==> src/rtl/song_note_sequencer.sv <==
// Song table sequencer feeding the tone clock divider: steps through a fixed
// note table, timing each note in prescaled ticks with an optional silent gap.
module song_note_sequencer #(
    parameter int TICK_DIV  = 500000,
    parameter int GAP_TICKS = 1,
    parameter int LOOP      = 0
) (
    input  logic        clk,
    input  logic        reset,
    input  logic        start,
    input  logic        stop,
    output logic [15:0] half_period,
    output logic        tone_en,
    output logic [3:0]  note_index,
    output logic        note_strobe,
    output logic        busy,
    output logic        done
);
    localparam int TW = (TICK_DIV > 1) ? $clog2(TICK_DIV) : 1;
    localparam logic [TW-1:0] TICK_LAST = TW'(TICK_DIV - 1);
    localparam logic [7:0]    GAP_LEN   = 8'(GAP_TICKS);

    typedef enum logic [2:0] {IDLE, LOAD, PLAY, GAP, DONE} state_t;

    state_t         state_reg;
    logic [15:0]    half_period_reg;
    logic [7:0]     dur_reg;
    logic [TW-1:0]  tick_cnt_reg;
    logic [7:0]     dur_cnt_reg;
    logic [3:0]     note_index_reg;
    logic           tone_en_reg;
    logic           note_strobe_reg;
    logic           busy_reg;
    logic           done_reg;

    logic [15:0]    entry_hp;
    logic [7:0]     entry_dur;
    logic           tick_wrap;

    // dur = 0 marks the end of the song
    always_comb begin
        entry_hp  = 16'h0000;
        entry_dur = 8'd0;
        case (note_index_reg)
            4'd0: begin entry_hp = 16'h0BAA; entry_dur = 8'd3; end
            4'd1: begin entry_hp = 16'h0A6A; entry_dur = 8'd2; end
            4'd2: begin entry_hp = 16'h0000; entry_dur = 8'd1; end
            4'd3: begin entry_hp = 16'h08E4; entry_dur = 8'd2; end
            default: begin entry_hp = 16'h0000; entry_dur = 8'd0; end
        endcase
    end

    assign tick_wrap = (tick_cnt_reg == TICK_LAST);

    always_ff @(posedge clk) begin
        if (reset || stop) begin
            state_reg       <= IDLE;
            half_period_reg <= 16'h0000;
            dur_reg         <= 8'd0;
            tick_cnt_reg    <= '0;
            dur_cnt_reg     <= 8'd0;
            note_index_reg  <= 4'd0;
            tone_en_reg     <= 1'b0;
            note_strobe_reg <= 1'b0;
            busy_reg        <= 1'b0;
            done_reg        <= 1'b0;
        end else begin
            note_strobe_reg <= 1'b0;
            done_reg        <= 1'b0;
            case (state_reg)
                IDLE: begin
                    note_index_reg <= 4'd0;
                    if (start) begin
                        state_reg <= LOAD;
                        busy_reg  <= 1'b1;
                    end
                end
                LOAD: begin
                    if (entry_dur != 8'd0) begin
                        state_reg       <= PLAY;
                        half_period_reg <= entry_hp;
                        dur_reg         <= entry_dur;
                        tick_cnt_reg    <= '0;
                        dur_cnt_reg     <= 8'd0;
                        tone_en_reg     <= (entry_hp != 16'h0000);
                        note_strobe_reg <= 1'b1;
                    end else if ((LOOP != 0) && (note_index_reg != 4'd0)) begin
                        note_index_reg <= 4'd0;
                    end else begin
                        state_reg       <= DONE;
                        half_period_reg <= 16'h0000;
                        tone_en_reg     <= 1'b0;
                        busy_reg        <= 1'b0;
                        done_reg        <= 1'b1;
                    end
                end
                PLAY: begin
                    if (!tick_wrap) begin
                        tick_cnt_reg <= tick_cnt_reg + 1'b1;
                    end else begin
                        tick_cnt_reg <= '0;
                        if (dur_cnt_reg + 8'd1 == dur_reg) begin
                            dur_cnt_reg <= 8'd0;
                            tone_en_reg <= 1'b0;
                            if (GAP_TICKS > 0) begin
                                state_reg <= GAP;
                            end else begin
                                state_reg      <= LOAD;
                                note_index_reg <= note_index_reg + 4'd1;
                            end
                        end else begin
                            dur_cnt_reg <= dur_cnt_reg + 8'd1;
                        end
                    end
                end
                GAP: begin
                    if (!tick_wrap) begin
                        tick_cnt_reg <= tick_cnt_reg + 1'b1;
                    end else begin
                        tick_cnt_reg <= '0;
                        if (dur_cnt_reg + 8'd1 == GAP_LEN) begin
                            dur_cnt_reg    <= 8'd0;
                            state_reg      <= LOAD;
                            note_index_reg <= note_index_reg + 4'd1;
                        end else begin
                            dur_cnt_reg <= dur_cnt_reg + 8'd1;
                        end
                    end
                end
                DONE: begin
                    state_reg      <= IDLE;
                    note_index_reg <= 4'd0;
                end
                default: state_reg <= IDLE;
            endcase
        end
    end

    assign half_period = half_period_reg;
    assign tone_en     = tone_en_reg;
    assign note_index  = note_index_reg;
    assign note_strobe = note_strobe_reg;
    assign busy        = busy_reg;
    assign done        = done_reg;
endmodule

==> config.mk <==
export PLATFORM = sky130hd
export DESIGN_NAME = song_note_sequencer
export DESIGN_NICKNAME = d
export VERILOG_FILES = /design/src/rtl/song_note_sequencer.sv
export SDC_FILE = /design/constraint.sdc
export NUM_CORES = 1
export LEC_CHECK = 0
export ABC_AREA = 1
export BUFFER_PORTS_ARGS = -buffer_cell sky130_fd_sc_hd__buf_4
export CORE_MARGIN = 2
export CORE_UTILIZATION = 55
export CTS_CLUSTER_SIZE = 28
export DETAILED_ROUTE_END_ITERATION = 8
export GPL_TIMING_DRIVEN = 0
export PLACE_DENSITY_LB_ADDON = 0.25
export REMOVE_ABC_BUFFERS = 1
export SLEW_MARGIN = 40
export SYNTH_ARGS = -nofsm -noshare
export SYNTH_HDL_FRONTEND = slang
export SYNTH_SLANG_ARGS = --single-unit
==> constraint.sdc <==
create_clock -name clk -period 2.3 [get_ports clk]
set_input_delay 0.115 -clock clk [delete_from_list [all_inputs] [get_ports clk]]
set_output_delay 0.115 -clock clk [all_outputs]
set_load 0.01 [all_outputs]
==> metrics, run 1 <==
total number of vias=around 2500; worst ir drop on vdd=about 370 uV; CP Max Fanout=10; top_reg_cell synth=dfxtp_1; layout cells sized above 1=around 17%; initial antenna violation count=0; R2R Path Start=tick_cnt_reg[0]; ranking of synthesized cells by area=dfxtp_1 34%, nand2_1 12%, inv_1 5.8%; Worst EP required=between 2000 and 3000 ps; clock skew=4.662 ps; pin count of the biggest net entering global routing=30; CTS clk-pin slew, worst paths=around 90 ps; vias in the first global route=around 2200; CP max stage cell=dfxtp_1; status=complete, no violations; Post-CTS Setup Inserts=0; hold endpoint=state_reg[1]; Top delay family on crit path=simple AND/OR/NAND/NOR gates; Fin Setup TNS=0 ps; Longest Clk Path Bufs=2; Final Cycle Share=81.49%; Buf+Inv Stages, Crit Path=1; die area=between 5000 and 6000 um^2; clock sink count=46; post-synthesis sequential area ratio=34.03%; num ports=28; #FFs+latches synth=46; FP Rows=25; Hold Slack=88.34 ps; Slew HR=about three fifths; worst path cell trace=ha_1 > nand2_1 > nor2_4 > nand3_4 > nand2_4 > inv_2 > nor2_1 > nand3_2 > nor2_1 > nor2_1; fin. max-slew vios=0; RSZ-0062 raised after global routing=no; clock latency on the worst-skew pair=a little over 300 ps; min Tclk post-route=between 1500 and 2000 ps; Antenna Nets Post-Route=0; Initial Util=between 50% and 60%; top cells by count, synth=87 x nand2_1, 46 x dfxtp_1, 42 x inv_1; Post-synth EDFFs=0; Die Wd=about 74 um; number of CTS-inserted buffers=5; Slew @ Worst Pin=589.6 ps; worst hold path depth=3; 1st-iter DRT viols=between 150 and 200; crit-path most repeated cell=nor2_1; endpoints failing hold=0; hold_buf cts=0; Setup CP Type=flip-flop to flip-flop; gr ovfl total=0; Area Growth Syn to Fin=9.847%; Critical Path Source Type=flip-flop; pwr/cell area=approximately 530 nW/um^2; routability cong.=roughly 0.85; core region area=between 4000 and 5000 um^2; # diodes=0; CTS root buf=clkbuf_8; r2r setup slk=~430 ps; Worst Setup End Kind=flip-flop; vias per cell=5.275; Post-synth ARST share=0%; Cell Area, Synth=around 2700 um^2; depth of the worst register-to-register path=10; nets=415; dpl hpwl=between 4 and 5 mm; LEAKAGE=1.145 nW; CTS tree=done; Largest register FFs=19; Crit path arrival time=between 2000 and 2500 ps; Cell variety after synth=38; share of the core filled with cells=between 60% and 70%; share of the synthesized area in the top cell type=roughly a third; WL/cell=12.67 um; YS warnings=0; number of max-cap violations=0; Port Buffer Count=20; routed wire length=around 6 mm; Avg Cell Area, Syn=between 6 and 7 um^2; DRT Pass-1 Iters=6; final setup vio count=0; Resize count post-CTS=0; hold crit path type=input port to flip-flop; CP peak stage delay=slightly below 400 ps; r2r endpoint=state_reg[1]; global-route wire length before repair=10.15 mm; Hold Startpoint=start; area leader, netlist=dfxtp_1; fmax=roughly 0.53 GHz; CTS H-Tree Depth=2; most instantiated library cell after synthesis=nand2_1; Overall Global Routing Usage=between 20% and 30%; DRC Markers=0; Die H=~74 um; gate count of the mapped netlist=387
## cells by family (layout without fill, tap and decap cells)
group	count (synthesis)	in the layout	share of synthesized area, %
AOI/OAI and AO/OA	58	58	11.88
xor gates and xnor gates	6	6	1.942
adders and majority gates	7	7	3.236
buffers and inverters	65	77	10.73
DFF	46	46	34.03
other	1	7	0.1386
and+or+nand+nor	204	204	38.05
## worst register-to-register path: stages, from the launching register on
cell	delay [ps]
dfxtp_1	390
ha_1	270
nand2_1	140
nor2_4	160
nand3_4	120
nand2_4	140
inv_2	120
nor2_1	160
nand3_2	110
nor2_1	110
nor2_1	50
## worst max-delay path by stage
stage | start | to | slack (ps) | cells past startpoint
after global routing | dur_cnt_reg[1] | state_reg[1] | 230 | 12
after CTS | tick_cnt_reg[0] | dur_cnt_reg[2] | 450 | 10
after global placement | stop | dur_cnt_reg[2] | 50 | 4
after floorplan | dur_cnt_reg[1] | state_reg[1] | 680 | 12
final | tick_cnt_reg[0] | state_reg[1] | 430 | 10
after detailed placement | tick_cnt_reg[0] | state_reg[1] | 460 | 10
## final cells by class
class | instances | area (um^2)
Clock buffer | 5 | 68.82
Fill cell | 441 | 1750
Tap cell | 67 | 83.83
Timing Repair Buffer | 20 | 150.1
Multi-Input combinational cell | 282 | 1520
Clock inverter | 3 | 45.04
Sequential cell | 46 | 920.9
Inverter | 49 | 183.9
## where the power goes
group | internal [W] | switching [W] | leakage, nW
Sequential | 0.000805 | 0.00000734 | 0.371
Clock | 0.000324 | 0.000301 | 0.0504
Combinational | 0.0000389 | 0.0000998 | 0.723
## layout by cell type, fill, tap and decap left out, types with 5 or more instances in the layout
master     n
nor2_2     6
nand3_1   24
inv_2      8
nor3_1    10
buf_4     20
conb_1     7
nand2_1   87
nand2_2    9
nor2_1    32
nand4_1   14
nor2_4     6
ha_1       7
dfxtp_1   46
inv_1     41
clkbuf_8   5
a21oi_1   30
o21ai_0   15
## through the flow
step | setup WS, ps | power (W) | instances | cell area [um^2]
2_1_floorplan | 683.1 | 0.0009223 | 377 | 2623
3_3_place_gp | 46.26 | 0.0009661 | 464 | 2856
3_5_place_dp | 460.3 | 0.0009679 | 464 | 2859
4_1_cts | 447.9 | 0.001578 | 472 | 2973
5_1_grt | 234.8 | 0.001626 | 472 | 2973
6_report | 425.7 | 0.001576 | 472 | 2973
## metal layers
metal  vias to the layer above  part of all wire, %  GRT usage, %
li1                       1279                    -             -
met5                         -                    0             0
met4                         0                  1.1         6.667
met2                        67                   45         38.59
met1                      1136                   49         31.91
met3                         8                  4.5         4.472
Note: power is estimated with default switching activity, not from simulation.
==> inputs of run 2 (changes only) <==
CORE_UTILIZATION = 53   (was 55)
clock period = 1.6 ns   (was 2.3 ns; I/O delays follow)
==> run 2 against run 1 <==
Against the previous run: the flow now finishes with violations (setup timing); global-route usage rose by 0.084 points; power up 59%; sequential power is 43% higher; die area up 3.6%; non-clock buffer count is 18 higher; utilization is 3.8 points higher; count of clock-buffer cells in the layout up 1; cell count rose by 4.4%; register-to-register slack worse by 510 ps; routed wire length is 11% higher; critical endpoint unchanged; largest power group unchanged; highest routed layer unchanged.
==> metrics, run 2 (synthesis results as in run 1) <==
Largest register FFs=19 (unchanged); core region area=5010 um^2 (+6.1%); vias in the first global route=2258 (+0.58%); final setup vio count=6 (+6); DRC Markers=0 (unchanged); fin. max-slew vios=0 (unchanged); Finished Layout Cells=493 (+4.4%); Crit path arrival time=1880 ps (-200 ps); Longest Clk Path Bufs=2 (unchanged); Critical Path Source Type=flip-flop; Slew @ Worst Pin=652.4 ps (+62.81 ps); post-route design area=3343 um^2 (+12%); Top delay family on crit path=simple AND/OR/NAND/NOR gates; fmax=0.5942 GHz (+11%); # diodes=0 (unchanged); routability cong.=0.8959 (+5.0%); final worst slack=-82.93 ps (-508.6 ps); num ports=28 (unchanged); worst ir drop on vdd=682.7 uV (+86%); Die Wd=75.46 um (+1.8%); DP Area=2863 um^2 (+0.13%); Initial Util=54.02% (-3.3 points); FP Rows=26 (+4.0%); Slew HR=56.46% (-4.2 points); CP peak stage delay=370 ps (-20 ps); clock sink count=46 (unchanged); DP Worst Slack=-294.3 ps (-754.6 ps); commonest non-fill, non-tap cell in the layout=nand2_1; clock skew=7.311 ps (+2.649 ps); CTS root buf=clkbuf_8; initial antenna violation count=0 (unchanged); Buf+Inv Stages, Crit Path=0 (-1); die area=5694 um^2 (+3.6%); dpl hpwl=4.328 mm (+0.75%); vias per cell=5.341 (+1.2%); Setup CP Type=flip-flop to flip-flop; layout cells sized above 1=30.26% (+13 points); nets=433 (+4.3%); failing checks=setup timing; Area Growth Syn to Fin=23.53%; CP max stage cell=dfxtp_4; hold crit path type=input port to flip-flop; CTS clk-pin slew, worst paths=90 ps (about the same); number of max-cap violations=0 (unchanged); Hold Slack=74.18 ps (-14.15 ps); DRT Pass-1 Iters=5 (-1); CTS H-Tree Depth=2 (unchanged); CTS tree=done; pin count of the biggest net entering global routing=30 (unchanged); WL/cell=13.42 um (+5.9%); number of fill cells in the layout=414 (-6.1%); clock latency on the worst-skew pair=300 ps (about the same); routed wire length=6.616 mm (+11%); multi-input logic area=1673 um^2 (+10%); Die H=75.46 um (+1.8%); Worst Setup End Kind=flip-flop; Final Cycle Share=105.2% (+24 points); LEAKAGE=1.292 nW (+13%); min Tclk post-route=1683 ps (-191.4 ps); gr ovfl total=0 (unchanged); Antenna Nets Post-Route=0 (unchanged); Port Buffer Count=20 (unchanged); global-route wire length before repair=10.43 mm (+2.7%); RSZ-0062 raised after global routing=yes; status=finished, violations left; 1st-iter DRT viols=255 (+58%); Reg area=944.7 um^2 (+2.6%); post-placement cell count=467 (+0.65%); CP Max Fanout=4 (-6); number of CTS-inserted buffers=5 (unchanged); endpoints failing hold=0 (unchanged); Overall Global Routing Usage=23.67% (+0.084 points); pwr/cell area=747.1 nW/um^2 (+41%); commonest cells after routing, fill and taps aside=77 x nand2_1, 36 x inv_1, 35 x buf_4; worst path cell trace=ha_4 > xnor2_1 > nand3_1 > nor2_4 > nand2_2 > nand2_2 > nand3_2 > nor2_1 > nor2_1; Worst EP required=1800 ps (-710 ps); total number of vias=2633 (+5.7%)
==> run 2: cell types whose count changed in the layout (fill, tap and decap cells not counted), moves of 7 or more <==
cell	delta
buf_4	+15
dfxtp_1	-13
dfxtp_2	+10
nand2_1	-10
nand2_2	+7
==> run 2: worst register-to-register path, cell delays in order (launching register included) <==
cell     delay, ps
dfxtp_4        370
ha_4           170
xnor2_1        200
nand3_1        210
nor2_4         210
nand2_2         80
nand2_2         80
nand3_2         90
nor2_1         120
nor2_1          50
==> run 2: final cells by class <==
class                      instances  share of cell area, %
multi-input combinational        282                  50.04
sequential                        46                  28.26
clock inverter                     2                  1.796
clock buffer                       6                  2.470
timing repair buffer              38                  9.132
inverter                          49                  5.689
tap                               70                  2.620
==> run 2: through the flow <==
step	power [W]	setup TNS, ps	util, %
after floorplan	0.001326	-16.85	-
after global placement	0.001390	-12740	57.09
after detailed placement	0.001394	-4036	57.14
after CTS	0.002492	-428.5	63.81
after global routing	0.002570	-1836	66.73
final	0.002498	-201.5	66.73
==> run 2: routing by layer <==
| metal | track usage, % | share of wire [%] | wire (um) | vias to the layer above |
|---|---|---|---|---|
| li1 | - | - | - | 1317 |
| met1 | 33.91 | 46 | 3041 | 1226 |
| met2 | 36.91 | 48 | 3185 | 80 |
| met3 | 3.439 | 4.6 | 305 | 10 |
| met4 | 7.407 | 1.3 | 83 | 0 |
| met5 | 0 | 0 | 0 | - |
==> run 2: path summary, 6_finish.rpt <==
check | start | endpoint | slack [ps] | cells past startpoint
max reg2reg | dur_cnt_reg[1] | state_reg[1] | -80 | 9
min reg2reg | half_period[8] | half_period[8] | 470 | 2
max | dur_cnt_reg[1] | state_reg[1] | -80 | 9
min | start | state_reg[1] | 70 | 3
==> run 2: where the power goes <==
group	total [W]	internal (W)	leakage [nW]	switching [W]
registers	0.00116	0.00115	0.379	0.0000113
logic	0.000251	0.0000854	0.842	0.000166
clock network	0.00108	0.000667	0.0714	0.000416
==> run 2: repair_timing <==
item,4_1_cts,5_1_grt
buffers inserted,12,6
pin swaps,16,23
hold buffers,0,0
resized for setup,26,37
setup endpoints to repair,33,31
